File: src/rtl/cpu_pkg.sv
// -----------------------------------------------------------------------------
// cpu_pkg
// Shared constants and types for the instruction-memory block.
//   ADDR_W      fetch / write address width
//   DATA_W      instruction byte width
//   MEM_DEPTH   number of instruction bytes held
//   COUNT_W     width of the loaded-byte counter (must represent MEM_DEPTH)
//   NOP_OPCODE  default opcode shown when no valid instruction exists
//   imem_state_t  controller states: IDLE, LOAD, RUN
// -----------------------------------------------------------------------------
package cpu_pkg;

    localparam int ADDR_W    = 8;
    localparam int DATA_W    = 8;
    localparam int MEM_DEPTH = 256;
    localparam int COUNT_W   = ADDR_W + 1;

    localparam logic [DATA_W-1:0] NOP_OPCODE = 8'h00;

    // Last writable address; reaching it ends a load even without load_last.
    localparam logic [ADDR_W-1:0] LAST_ADDR = ADDR_W'(MEM_DEPTH - 1);

    typedef enum logic [1:0] {
        IDLE = 2'd0,
        LOAD = 2'd1,
        RUN  = 2'd2
    } imem_state_t;

endpackage : cpu_pkg

File: src/rtl/imem_ram.sv
// -----------------------------------------------------------------------------
// imem_ram
// 256 x 8 simple dual-port storage, written while a program is loaded and read
// every cycle for instruction fetch. Contents are not reset; the controller
// masks reads beyond the loaded length, so stale bytes never leave the block.
//   clk    clock
//   we     write enable
//   waddr  write address
//   wdata  write data
//   raddr  read address
//   rdata  registered read data (one-cycle latency)
// -----------------------------------------------------------------------------
module imem_ram
    import cpu_pkg::*;
(
    input  logic              clk,
    input  logic              we,
    input  logic [ADDR_W-1:0] waddr,
    input  logic [DATA_W-1:0] wdata,
    input  logic [ADDR_W-1:0] raddr,
    output logic [DATA_W-1:0] rdata
);

    logic [DATA_W-1:0] mem [MEM_DEPTH];
    logic [DATA_W-1:0] rdata_q;

    always_ff @(posedge clk) begin
        if (we) begin
            mem[waddr] <= wdata;
        end
    end

    // Registered read keeps this mappable onto a block RAM.
    always_ff @(posedge clk) begin
        rdata_q <= mem[raddr];
    end

    assign rdata = rdata_q;

endmodule : imem_ram

File: src/rtl/instr_mem.sv
// -----------------------------------------------------------------------------
// instr_mem
// Instruction memory with a byte-stream program loader. A load_start pulse
// opens a load; bytes are accepted on load_valid && load_ready until a byte
// carrying load_last arrives or the memory is full, after which the cpu is
// released and fetches with one cycle of latency. Fetches at or beyond the
// loaded length return NOP_OP.
//   clk              clock
//   rst              synchronous active-high reset
//   program_counter  fetch address from the cpu
//   op_code          registered instruction byte to the cpu
//   cpu_hold         high while no program is runnable
//   load_start       pulse: begin (or restart) a program load
//   load_data        program byte
//   load_valid       load_data is valid
//   load_ready       block accepts a byte this cycle
//   load_last        accepted byte is the final one of the program
//   loaded_count     number of bytes in the current program (0..256)
// -----------------------------------------------------------------------------
module instr_mem
    import cpu_pkg::*;
#(
    parameter logic [DATA_W-1:0] NOP_OP = NOP_OPCODE
) (
    input  logic               clk,
    input  logic               rst,
    input  logic [ADDR_W-1:0]  program_counter,
    output logic [DATA_W-1:0]  op_code,
    output logic               cpu_hold,
    input  logic               load_start,
    input  logic [DATA_W-1:0]  load_data,
    input  logic               load_valid,
    output logic               load_ready,
    input  logic               load_last,
    output logic [COUNT_W-1:0] loaded_count
);

    imem_state_t        state_q, state_d;
    logic [ADDR_W-1:0]  waddr_q, waddr_d;
    logic [COUNT_W-1:0] count_q, count_d;
    logic               hit_q, hit_d;

    logic               ram_we;
    logic [DATA_W-1:0]  ram_rdata;

    // -------------------------------------------------------------------------
    // Storage
    // -------------------------------------------------------------------------
    imem_ram u_ram (
        .clk   (clk),
        .we    (ram_we),
        .waddr (waddr_q),
        .wdata (load_data),
        .raddr (program_counter),
        .rdata (ram_rdata)
    );

    // -------------------------------------------------------------------------
    // State register
    // -------------------------------------------------------------------------
    always_ff @(posedge clk) begin
        if (rst) begin
            state_q <= IDLE;
            waddr_q <= '0;
            count_q <= '0;
            hit_q   <= 1'b0;
        end else begin
            state_q <= state_d;
            waddr_q <= waddr_d;
            count_q <= count_d;
            hit_q   <= hit_d;
        end
    end

    // -------------------------------------------------------------------------
    // Next state and outputs
    // -------------------------------------------------------------------------
    always_comb begin
        state_d    = state_q;
        waddr_d    = waddr_q;
        count_d    = count_q;
        ram_we     = 1'b0;
        cpu_hold   = 1'b1;
        load_ready = 1'b0;

        case (state_q)
            IDLE: begin
                if (load_start) begin
                    state_d = LOAD;
                    waddr_d = '0;
                    count_d = '0;
                end
            end

            LOAD: begin
                load_ready = 1'b1;
                if (load_start) begin
                    // Restart wins over a byte offered in the same cycle.
                    waddr_d = '0;
                    count_d = '0;
                end else if (load_valid) begin
                    ram_we  = 1'b1;
                    count_d = count_q + COUNT_W'(1);
                    // Hold the address at the top rather than wrapping; the
                    // full-memory exit and load_last share one transition.
                    if (waddr_q != LAST_ADDR) begin
                        waddr_d = waddr_q + ADDR_W'(1);
                    end
                    if (load_last || (waddr_q == LAST_ADDR)) begin
                        state_d = RUN;
                    end
                end
            end

            RUN: begin
                cpu_hold = 1'b0;
                if (load_start) begin
                    state_d = LOAD;
                    waddr_d = '0;
                    count_d = '0;
                end
            end

            default: begin
                state_d = IDLE;
            end
        endcase
    end

    // A fetch is real only in RUN, inside the loaded program, and not in the
    // cycle a new load is requested. The 9-bit compare lets a count of 256
    // cover address 255.
    always_comb begin
        hit_d = (state_q == RUN) && !load_start &&
                ({1'b0, program_counter} < count_q);
    end

    assign op_code      = hit_q ? ram_rdata : NOP_OP;
    assign loaded_count = count_q;

endmodule : instr_mem

File: config.mk
export PLATFORM = sky130hd
export DESIGN_NAME = instr_mem
export DESIGN_NICKNAME = d
export VERILOG_FILES = /design/src/rtl/cpu_pkg.sv /design/src/rtl/imem_ram.sv /design/src/rtl/instr_mem.sv
export SDC_FILE = /design/constraint.sdc
export NUM_CORES = 2
export LEC_CHECK = 0
export CELL_PAD_IN_SITES_DETAIL_PLACEMENT = 0
export CELL_PAD_IN_SITES_GLOBAL_PLACEMENT = 2
export CORE_ASPECT_RATIO = 0.75
export CORE_MARGIN = 2
export CORE_UTILIZATION = 45
export CTS_CLUSTER_DIAMETER = 100
export DETAILED_ROUTE_END_ITERATION = 7
export PLACE_DENSITY_LB_ADDON = 0.1
export SLEW_MARGIN = 15
export SYNTH_ARGS = -nofsm -noshare
export SYNTH_HDL_FRONTEND = slang
export SYNTH_HIERARCHICAL = 1
export SYNTH_SLANG_ARGS = --single-unit
File: constraint.sdc
create_clock -name clk -period 3.56 [get_ports clk]
set_clock_uncertainty 0.2 [all_clocks]
set_input_delay 1.068 -clock clk [delete_from_list [all_inputs] [get_ports clk]]
set_output_delay 1.068 -clock clk [all_outputs]
set_load 0.02 [all_outputs]
======== Word level (Yosys, flattened, before mapping) ========
Memory sizes are Yosys's and may differ from the RTL's. A register that Yosys moved wholly into a read port is not among the register bits.
Cells that the tools add are included.
Widths: inputs -> output; s select.
word-level totals
  memories kept ........................... 1
  register bits ........................... 20
  bits of input ports ..................... 21
  output and inout bits ................... 19
  word-level logic and storage cells ...... 50
  RAM bits ................................ 2,048
cells by class
  $lt $le $gt $ge ......................... 1
  equality and inequality tests ........... 10
  add/subtract/negate cells ............... 2
  reduce and logical (&&, ||, !) cells .... 10
  muxes and demuxes ....................... 22
memories
  name       words  bits a word  read ports  clocked after Yosys merged registers in  write ports  line            text
  u_ram.mem  256    8            1           1                                        1            imem_ram.sv:24  logic [DATA_W-1:0] mem [MEM_DEPTH];
operator list
  operator             count
  $mux 8               5
  $mux 9               3
  $pmux 9 s2           1
  $pmux 8 s2           1
  $add 9x1->9 const B  1
  $lt 8x9->1           1
  $add 8x1->8 const B  1
  $eq 8x8->1 const B   1
  $mux 2               4
  $ne 8x8->1 const B   1
  $reduce_and 4->1     2
  $mux 1               7
  $ne 2x2->1 const B   3
  $ne 3x3->1 const B   2
  $pmux 2 s2           1
  $reduce_and 3->1     1
  $eq 2x1->1 const B   1
  $eq 2x2->1 const B   1
  $logic_and 1x1->1    2
  $logic_not 2->1      1
  $ne 2x1->1 const B   1
  $reduce_bool 2->1    1
  $reduce_or 2->1      1
  $logic_not 1->1      1
  $logic_or 1x1->1     1

======== Depth between registers and ports, before layout ========
  word-level depth ........................ 6
  gate-level depth with buffers ........... 11
  depth with buffers taken out ............ 6

======== Modules after synthesis ========
Netlist, hierarchy kept.
by module, submodules not included
  module     instances  area an instance (µm²)  cells each  sequential area each (µm²)
  imem_ram   1          79,556.3                3,733       61,659.1
  instr_mem  1          1,292.5                 158         400.4

======== Least setup slack after synthesis ========
OpenSTA, ideal clock, no wires.
  path type ............................... input-to-reg
  start point ............................. input load_start
  end point ............................... memory u_ram.mem[234][0] (enable)
  data required time ...................... 2.990 ns
  stages on the path ...................... 8
  setup time .............................. 0.370 ns
  buffers on the path ..................... 4
  setup slack ............................. 0.126 ns
  arrival ................................. 2.864 ns
  cell sequence ........................... buf_6 nand4bb_1 inv_1 clkbuf_1 buf_1 nand3_1 clkbuf_1 nor2_1
on the way
  cells in the longest elaborated chain, start to end .. 4
RTL lines
  item                          line             text
  from (decl)                   instr_mem.sv:30  input logic load_start,
  $mux 1                        instr_mem.sv:97  if (load_start) begin
  $mux 1                        instr_mem.sv:86  case (state_q)
  named net ram_we              instr_mem.sv:43  logic ram_we;
  $mux 1                        imem_ram.sv:28   if (we) begin
  $mux 1 (implied by the code)  imem_ram.sv:29   mem[waddr] <= wdata;
  to (decl)                     imem_ram.sv:24
The timed path passes the listed nets, and every way through them passes these cells.

==> out/results.tsv <==
stage	metric	value	unit
setup_path	Arrival @ worst endpoint	4150	ps
cts	H-tree depth	4	
synth	Synth Flop Type	edfxtp_1	
sta	RSZ-0062 raised after global routing	false	
min_path	Hold Path Stages	2	
sta	Final period util	102	%
final_layout	layout cells sized above 1	32.5	%
pwr	total power	0.0511	W
setup_path	R2R cell count	8	
cts	clock latency on the worst-skew pair	820	ps
outcome	outcome	finished with violations	
sta	Slew headroom	18.1	%
synth	Post-Synthesis Cell Area	80800	µm²
die	io pins	40	
routing	DR vias	42329	
pwr	internal power	0.0403	W
sta	slew of the pin with the lowest slew margin	1230	ps
outcome	failing checks	negative setup slack	
sta	max frequency	0.275	GHz
pwr	Worst IR Drop VDD	0.404	mV
placed_design	I/O Buffers	39	
global_routing	vias in the first global route	41562	
final_layout	multi-input logic area	17300	µm²
setup_path	Critical Path Start Type	primary input	
pwr	sequential share of power	52.7	%
synth	register area share after synthesis	76.8	%
cts	Post-CTS Resized	4	
placed_design	RePlAce Congestion	0.816	
synth	Post-synth EDFFs	2048	
cts	TritonCTS sink count	2076	
die	Die Y-Extent	371	µm
cts	CTS max path bufs	3	
synth	ys async rst share	0	%
run	max-cap check violation count	0	
routing	Routed WL	223000	µm
pwr	Psw	0.0108	W
pwr	combinational share of power	5.5	%
die	core area	178000	µm²
synth	largest area contributor in the netlist	edfxtp_1	
pwr	Pleak	31.5	nW
global_routing	total grt overflow	0	
placed_design	post-DP HPWL	150000	µm
setup_path	Worst Setup Path Type	primary input to register	
synth	Post-Synthesis Cells	3891	
pwr	switch share	21.2	%
cts	Inserted Clock Buffers	200	
die	die area	183000	µm²
final_layout	Filler Cell Count	13745	
synth	Mean Syn Cell Area	20.8	µm²
synth	top-area cell type share of the netlist area	76.1	%
final_layout	final core occ	54.1	%
cts	CTS Hold Bufs	0	
routing	DR vias/cell	5.86	
placed_design	Inst Count DP	6861	
pwr	clock power share	41.9	%
synth	Synth Register Bits	2076	
setup_path	CP max FO	9	
die	initial core utilization	45.4	%
synth	Syn Nets	3921	
global_routing	initial antenna violation count	12	
routing	post-route ant nets	0	
setup_path	Crit. End Element	register	
final_layout	most common cell after layout, fill and taps aside	edfxtp_1	
routing	DR WL/cell	30.8	µm
sta	final slew viol count	0	
final_layout	nets	4713	
synth	Synth cell types	68	
placed_design	placed cell area	89900	µm²
global_routing	largest net degree at the start of global routing	93	
routing	Starting DRT DRC Count	5012	
global_routing	Total GRT Usage	24.4	%
sta	Final Hold Fails	0	
pwr	P per Cell Area	529	nW/µm²
final_layout	fin cells	7225	
min_path	min-delay worst type	register to register	
cts	Worst-path clk slew	60	ps
sta	hold slack	315	ps
final_layout	FF+latch area	62100	µm²
sta	post-route worst setup slack	-79.7	ps
cts	Post-CTS Setup Bufs	0	
sta	minimum clock period	3640	ps
synth	Area contributors post-synth	edfxtp_1, mux4_2, mux2i_1	
final_layout	Area Overhead vs Synth	19.3	%
die	Die W	493	µm
setup_path	CP required	4070	ps
sta	setup violators final	1	
cts	TritonCTS clock tree	yes	
routing	Post-route DRC	0	
cts	Root Driver	clkbuf_16	
routing	first-pass iteration count of the detailed router	5	
die	# rows	134	
final_layout	commonest non-fill, non-tap cells in the layout	edfxtp_1, buf_4, mux4_2	
synth	synth warn	6	
setup_path	flop2flop setup slack	500	ps
final_layout	post-layout instance area	96500	µm²
global_routing	first-pass GRT wire length	315000	µm
[layout make-up]
cell class | instances | share of cell area [%]
flip-flops and latches | 2076 | 64.3
multi-input cells | 1562 | 18.0
repair buffers | 827 | 7.78
clock buffers | 251 | 5.58
well taps | 2380 | 3.09
clock inverters | 110 | 1.18
inverters | 16 | 0.0623
diodes | 3 | 0.00778
[worst paths after layout]
kind / from / end
worst min-delay path: loaded_count[8] / loaded_count[8]
worst max register to register: u_ram/mem[175][4] / u_ram/rdata[4]
worst max-delay path: program_counter[2] / u_ram/rdata[4]
worst min register to register: loaded_count[8] / loaded_count[8]
[flip-flops by register name, summed over array words and instances, names as in the netlist]
register / flops
waddr_q: 8
state_q: 2
u_ram/mem: 2048
hit_q: 1
u_ram/rdata: 8
loaded_count: 9
[cells in the mapped netlist (22+ instances only)]
cell,count
mux4_2,454
a21oi_1,107
nor2_1,293
buf_6,24
o221ai_1,47
nor2b_1,32
buf_2,31
buf_1,22
clkbuf_1,112
buf_4,27
nand3_1,42
a22oi_1,133
nand2_1,46
o22ai_1,29
mux2i_1,134
nor3_1,23
nor4_1,26
edfxtp_1,2048
dfxtp_1,28
[metal layers]
layer | up-vias | global-route usage, % | share of wire, %
met3 | 246 | 4.87 | 7.8
met5 | - | 0 | 0
li1 | 17909 | - | -
met1 | 22593 | 38.2 | 46
met4 | 0 | 4.80 | 1.8
met2 | 1581 | 35.5 | 44
[power groups by stage]
stage | Sequential [W] | Clock (W) | Combinational (W)
6_report | 0.0269 | 0.0214 | 0.00279
2_1_floorplan | 0.0274 | 0 | 0.00126
3_3_place_gp | 0.0274 | 0 | 0.00279
4_1_cts | 0.0269 | 0.0218 | 0.00282
5_1_grt | 0.0269 | 0.0227 | 0.00295
3_5_place_dp | 0.0274 | 0 | 0.00281
[per-stage QoR]
stage	setup TNS, ps	setup WS [ps]
finish	-79.7	-79.7
CTS	0	1.26
floorplan	0	126
global placement	-7170	-962
global route	0	18.2
detailed placement	-6500	-951
[cells by family (layout without fill, tap and decap cells)]
kind of cell             Yosys count  in the layout  synth area share, %
adder cells (fa/ha/maj)            9              9                0.139
buffers and inverters            253           1204                 1.91
XOR/XNOR                           4              4               0.0433
flip-flops                      2076           2076                 76.8
AO/OA/AOI/OAI                    422            422                 3.68
AND/OR/NAND/NOR                  536            536                 3.08
multiplexers                     591            591                 14.4
other                              0              3                    0
[critical path, stage by stage]
cell and delay, ps:
buf_4 260, buf_4 310, inv_2 100, buf_12 150
nand2_1 170, o21ai_0 130, buf_4 150, a2111oi_1 1070
buf_4 260, nor3_2 80, nor4_1 330
No activity file was read; power rests on OpenSTA's default activity.
